### config.mk
export PLATFORM = sky130hd
export DESIGN_NAME = modport_fifo
export DESIGN_NICKNAME = d
export VERILOG_FILES = /design/src/rtl/modport_fifo.sv
export SDC_FILE = /design/constraint.sdc
export NUM_CORES = 1
export LEC_CHECK = 0
export ABC_AREA = 1
export BUFFER_PORTS_ARGS = -buffer_cell sky130_fd_sc_hd__buf_2
export CAP_MARGIN = 5
export CORE_ASPECT_RATIO = 0.8
export CORE_MARGIN = 5
export CORE_UTILIZATION = 30
export CTS_CLUSTER_DIAMETER = 150
export CTS_CLUSTER_SIZE = 25
export DETAILED_ROUTE_END_ITERATION = 7
export SLEW_MARGIN = 10
export SYNTH_ARGS = -nofsm -noshare
export SYNTH_HDL_FRONTEND = slang
export SYNTH_SLANG_ARGS = --single-unit
### constraint.sdc
create_clock -name clk -period 3.1 [get_ports clk]
set_clock_uncertainty 0.05 [all_clocks]
set_input_delay 0.62 -clock clk [delete_from_list [all_inputs] [get_ports clk]]
set_output_delay 0.62 -clock clk [all_outputs]
set_load 0.01 [all_outputs]
### src/rtl/modport_fifo.sv
// Single-clock synchronous FIFO with registered read data and occupancy-decoded
// full / empty / almost-full / almost-empty flags.
module modport_fifo #(
   parameter int DATA_W       = 8,
   parameter int DEPTH        = 16,
   parameter int ALM_FULL_TH  = 14,
   parameter int ALM_EMPTY_TH = 2
) (
   input  logic              clk,
   input  logic              reset,
   input  logic [DATA_W-1:0] i_wrdata,
   input  logic              i_wren,
   input  logic              i_rden,
   output logic              o_full,
   output logic              o_empty,
   output logic              o_alm_full,
   output logic              o_alm_empty,
   output logic [DATA_W-1:0] o_rddata
);

   localparam int AW = $clog2(DEPTH);
   localparam int CW = AW + 1;

   logic [DATA_W-1:0] mem_r [DEPTH];
   logic [AW-1:0]     wr_ptr_r;
   logic [AW-1:0]     rd_ptr_r;
   logic [CW-1:0]     count_r;
   logic [CW-1:0]     count_nxt_s;
   logic [DATA_W-1:0] rddata_r;
   logic              wr_ok_s;
   logic              rd_ok_s;
   logic              full_s;
   logic              empty_s;

   // Flags come straight from the registered occupancy so they describe the state after the last edge.
   assign full_s      = (count_r == CW'(DEPTH));
   assign empty_s     = (count_r == CW'(0));
   assign o_full      = full_s;
   assign o_empty     = empty_s;
   assign o_alm_full  = (count_r >= CW'(ALM_FULL_TH));
   assign o_alm_empty = (count_r <= CW'(ALM_EMPTY_TH));
   assign o_rddata    = rddata_r;

   // Request acceptance and next occupancy; requests are ignored while reset is high.
   always_comb begin
      wr_ok_s     = 1'b0;
      rd_ok_s     = 1'b0;
      count_nxt_s = count_r;
      if (reset) begin
         wr_ok_s = 1'b0;
         rd_ok_s = 1'b0;
      end else begin
         wr_ok_s = i_wren & ~full_s;
         rd_ok_s = i_rden & ~empty_s;
      end
      case ({wr_ok_s, rd_ok_s})
         2'b10:   count_nxt_s = count_r + CW'(1);
         2'b01:   count_nxt_s = count_r - CW'(1);
         default: count_nxt_s = count_r;
      endcase
   end

   // Pointers, occupancy and read data register; pointers wrap naturally at power-of-two depth.
   always_ff @(posedge clk) begin
      if (reset) begin
         wr_ptr_r <= {AW{1'b0}};
         rd_ptr_r <= {AW{1'b0}};
         count_r  <= {CW{1'b0}};
         rddata_r <= {DATA_W{1'b0}};
      end else begin
         if (wr_ok_s) begin
            wr_ptr_r <= wr_ptr_r + AW'(1);
         end
         if (rd_ok_s) begin
            rddata_r <= mem_r[rd_ptr_r];
            rd_ptr_r <= rd_ptr_r + AW'(1);
         end
         count_r <= count_nxt_s;
      end
   end

   // Storage array is left uncleared; stale entries are unreachable once the pointers reset.
   always_ff @(posedge clk) begin
      if (wr_ok_s) begin
         mem_r[wr_ptr_r] <= i_wrdata;
      end
   end

endmodule

==> out/summary.log <==
[drt] post-detailed-route DRC marker count 0
[worst_setup_path] critical path's slowest cell sky130_fd_sc_hd__fa_1
[finish] Area Overhead vs Synth 13.7%
[drt] Post-Route WL 14.8 mm
[timing] post-layout worst setup margin 0.628 ns
[timing] max_slew headroom 44.2%
[worst_setup_path] category of the most critical setup path flop to flop
[clocking] Inserted Clock Buffers 17
[global_routing] initial antenna violation count 0
[logic_synthesis] fraction of the mapped netlist area in compound gates 2.14%
[logic_synthesis] Mapped Nets 690
[clocking] clock transition at the register clock pins on the worst setup and hold paths after CTS 0.06 ns
[power] overall power 4.93 mW
[drt] overall via count from detail_route 4443
[floorplan] starting utilization of the core area 30.5%
[clocking] H-tree level count 4
[worst_setup_path] delay of the slowest cell on the worst path 0.40 ns
[finish] diodes inserted 0
[global_routing] total routing usage reported by global routing 12.4%
[finish] fraction of final layout cells sized beyond drive strength 1 9.80%
[place] GPL Wtd Cong 0.855
[worst_setup_path] data required time of the worst path 3.40 ns
[floorplan] core outline area 21600 um2
[floorplan] Die Footprint 25100 um2
[timing] final-report setup violation count 0
[timing] Fmax achieved 0.405 GHz
[timing] Worst Hold Slack 0.477 ns
[timing] pin slew with the least headroom to its limit 0.835 ns
[clocking] CTS Hold Buffers Added 0
[drt] drt first-iter violations 490
[logic_synthesis] top cells by area, synth sky130_fd_sc_hd__edfxtp_1, sky130_fd_sc_hd__nand2_1, sky130_fd_sc_hd__nand3_1
[outcome] result of the run finished, final reports clean
[global_routing] Remaining Overflow, GRT 0
[finish] final core occ 34.7%
[clocking] Max Buffers Root-to-Sink 2
[place] IO Port Bufs 23
[power] static leakage 3.17 nW
[run] number of max-cap violations 0
[logic_synthesis] main combinational cell family by area after synthesis simple AND/OR/NAND/NOR gates
[floorplan] count of pins on the block boundary 24
[worst_setup_path] cell type group with the largest total delay on the critical path simple AND/OR/NAND/NOR gates
[logic_synthesis] sequential fraction of the synthesis area 64.6%
[logic_synthesis] fraction of synthesized area in multiplexers 0%
[clocking] master cell of the clock root buffer sky130_fd_sc_hd__clkbuf_16
[min_path] type of the tightest min-delay check flop to flop
[logic_synthesis] most used flip-flop cell after synthesis sky130_fd_sc_hd__edfxtp_1
[timing] max-slew violations 0
[logic_synthesis] number of synthesized flops with an enable pin 128
[power] Power Density 657 nW/um2
[worst_setup_path] total buffers and inverters traversed by the critical path 3
[floorplan] die boundary width 176 um
[worst_setup_path] critical path capture point type flop
[worst_setup_path] critical path, cell by cell nor2_1, nand4_1, nand2_2, nor2_4, inv_1, ha_1, inv_1, fa_1, inv_1, nand2_1, a21boi_0, o21bai_1, nand2_1, nand2_1, a21oi_1
[floorplan] Chip Height 143 um
[drt] Detail Route Antenna Nets 0
[global_routing] maximum number of pins on one net before global-route repair 66
[logic_synthesis] cell with the most instances after synthesis sky130_fd_sc_hd__nand2_1
[worst_setup_path] peak fanout along the critical path 6
[timing] unrepaired setup endpoints after global routing false
[clocking] clk_lat worst skew 0.42 ns
[place] post-place setup slack 0.561 ns
[logic_synthesis] Post-Synthesis Mean Instance Area 9.88 um2
[logic_synthesis] async set or reset register ratio after synthesis 0%
[clocking] number of setup buffers added after CTS 0
[worst_setup_path] critical path startpoint category flop
[finish] Post-Layout Cell Count 979
[clocking] TritonCTS clock tree yes
[logic_synthesis] Yosys warning total 0
[drt] Via density 4.54
[logic_synthesis] Distinct cells, synth 28
[logic_synthesis] adder-cell share of the synthesized area 2.01%
[clocking] post-cts resize count 0
[logic_synthesis] netlist area before placement 6600 um2
[drt] count of TritonRoute iterations in the first routing pass 5
[timing] crit path time final 2.47 ns
[clocking] count of clock tree sinks 149
[finish] area of the multi-input gates 1800 um2
[floorplan] number of cell rows 48
[logic_synthesis] cells after synthesis 668
[global_routing] number of global-route vias before repair 4208
[timing] number of hold violations in the final report 0
[logic_synthesis] parity-gate share of the synthesized area counting xor and xnor cells 0.398%
[place] standard cell area after detailed placement 6960 um2
[timing] total negative slack 0 ns
[finish] area used by sequential logic in the layout 4270 um2
[timing] portion of the clock cycle consumed by the worst path in the final layout 79.7%
[finish] Fillers 2180
[power] largest vdd supply drop 0.413 mV
[logic_synthesis] #FFs+latches synth 149
[worst_setup_path] worst endpoint data arrival time 2.78 ns
[drt] wire per inst 15.1 um
[logic_synthesis] top cell type by total area after synthesis sky130_fd_sc_hd__edfxtp_1
[logic_synthesis] top-area cell type share of the netlist area 58.2%
[logic_synthesis] commonest cells in the synthesized netlist sky130_fd_sc_hd__nand2_1, sky130_fd_sc_hd__edfxtp_1, sky130_fd_sc_hd__nand3_1
[place] Placed Cells 947
[global_routing] wire length of the first global-routing pass 23.6 mm
[finish] post-layout net count 713
[finish] Non-Filler Cell Area, Final 7510 um2
[place] placed wire-length estimate after detailed placement 9.35 mm
[logic_synthesis] post-synthesis share of cell area spent on and, or, nand and nor gates 22.7%
-- cell families after synthesis --
logic type               Yosys count
AO/OA/AOI/OAI                     26
buffers and inverters            124
XOR/XNOR                           3
flip-flops                       149
AND/OR/NAND/NOR                  356
adder cells (fa/ha/maj)           10
-- report_power, final --
| part | total [mW] | leakage (nW) | switching [mW] | internal, mW |
|---|---|---|---|---|
| clock | 1.94 | 0.258 | 0.777 | 1.16 |
| combinational | 0.729 | 1.58 | 0.511 | 0.218 |
| sequential | 2.26 | 1.33 | 0.0309 | 2.23 |
| total | 4.93 | 3.17 | 1.32 | 3.61 |
-- cell type report --
| type | count | area share (%) |
|---|---|---|
| clock buffers | 19 | 5.76 |
| well taps | 275 | 4.58 |
| repair buffers | 31 | 2.50 |
| flip-flops and latches | 149 | 56.8 |
| inverters | 97 | 4.85 |
| clock inverters | 13 | 1.53 |
| multi-input cells | 395 | 24.0 |
-- flip-flops by register name, indices dropped and copies added, names as in the netlist --
name / flops
o_rddata: 8
count_r: 5
wr_ptr_r: 4
rd_ptr_r: 4
mem_r: 128
-- path summary, 6_finish.rpt --
check,startpoint,end,slack (ns),cells after the start
max,count_r[1]$_SDFFE_PP0P_,count_r[4]$_SDFFE_PP0P_,0.63,15
min,wr_ptr_r[2]$_SDFFE_PP0P_,wr_ptr_r[2]$_SDFFE_PP0P_,0.48,2
max reg2reg,count_r[1]$_SDFFE_PP0P_,count_r[4]$_SDFFE_PP0P_,0.63,15
min reg2reg,wr_ptr_r[2]$_SDFFE_PP0P_,wr_ptr_r[2]$_SDFFE_PP0P_,0.48,2
-- cell usage in the layout, fill, tap and decap left out, types with 2 or more instances in the layout --
cell type	instances
sky130_fd_sc_hd__clkinv_2	2
sky130_fd_sc_hd__clkbuf_16	17
sky130_fd_sc_hd__clkbuf_1	2
sky130_fd_sc_hd__bufinv_16	2
sky130_fd_sc_hd__inv_1	90
sky130_fd_sc_hd__a21oi_1	13
sky130_fd_sc_hd__nand3_1	93
sky130_fd_sc_hd__nor2_1	20
sky130_fd_sc_hd__edfxtp_1	128
sky130_fd_sc_hd__dfxtp_1	20
sky130_fd_sc_hd__xor2_1	2
sky130_fd_sc_hd__buf_4	7
sky130_fd_sc_hd__nand2_2	2
sky130_fd_sc_hd__o21ai_0	9
sky130_fd_sc_hd__nand2_1	234
sky130_fd_sc_hd__ha_1	9
sky130_fd_sc_hd__clkinv_1	7
sky130_fd_sc_hd__inv_2	6
sky130_fd_sc_hd__clkinvlp_4	3
sky130_fd_sc_hd__nor2_4	2
sky130_fd_sc_hd__buf_2	23
-- worst reg2reg max path, delay by kind of cell, from the launching register on --
family	cells	cell delay (ns)
AO/OA/AOI/OAI	3	0.35
buffers and inverters	3	0.24
flip-flops	1	0.34
AND/OR/NAND/NOR	7	0.76
adder cells (fa/ha/maj)	2	0.68
-- per-layer routing --
| metal | vias up | wire (um) | global-route usage [%] |
|---|---|---|---|
| met5 | - | 0 | 0 |
| li1 | 2215 | - | - |
| met2 | 115 | 6560 | 18.7 |
| met3 | 21 | 918 | 3.60 |
| met4 | 0 | 252 | 4.10 |
| met1 | 2092 | 7080 | 17.2 |
No activity file was read; power rests on OpenSTA's default activity.
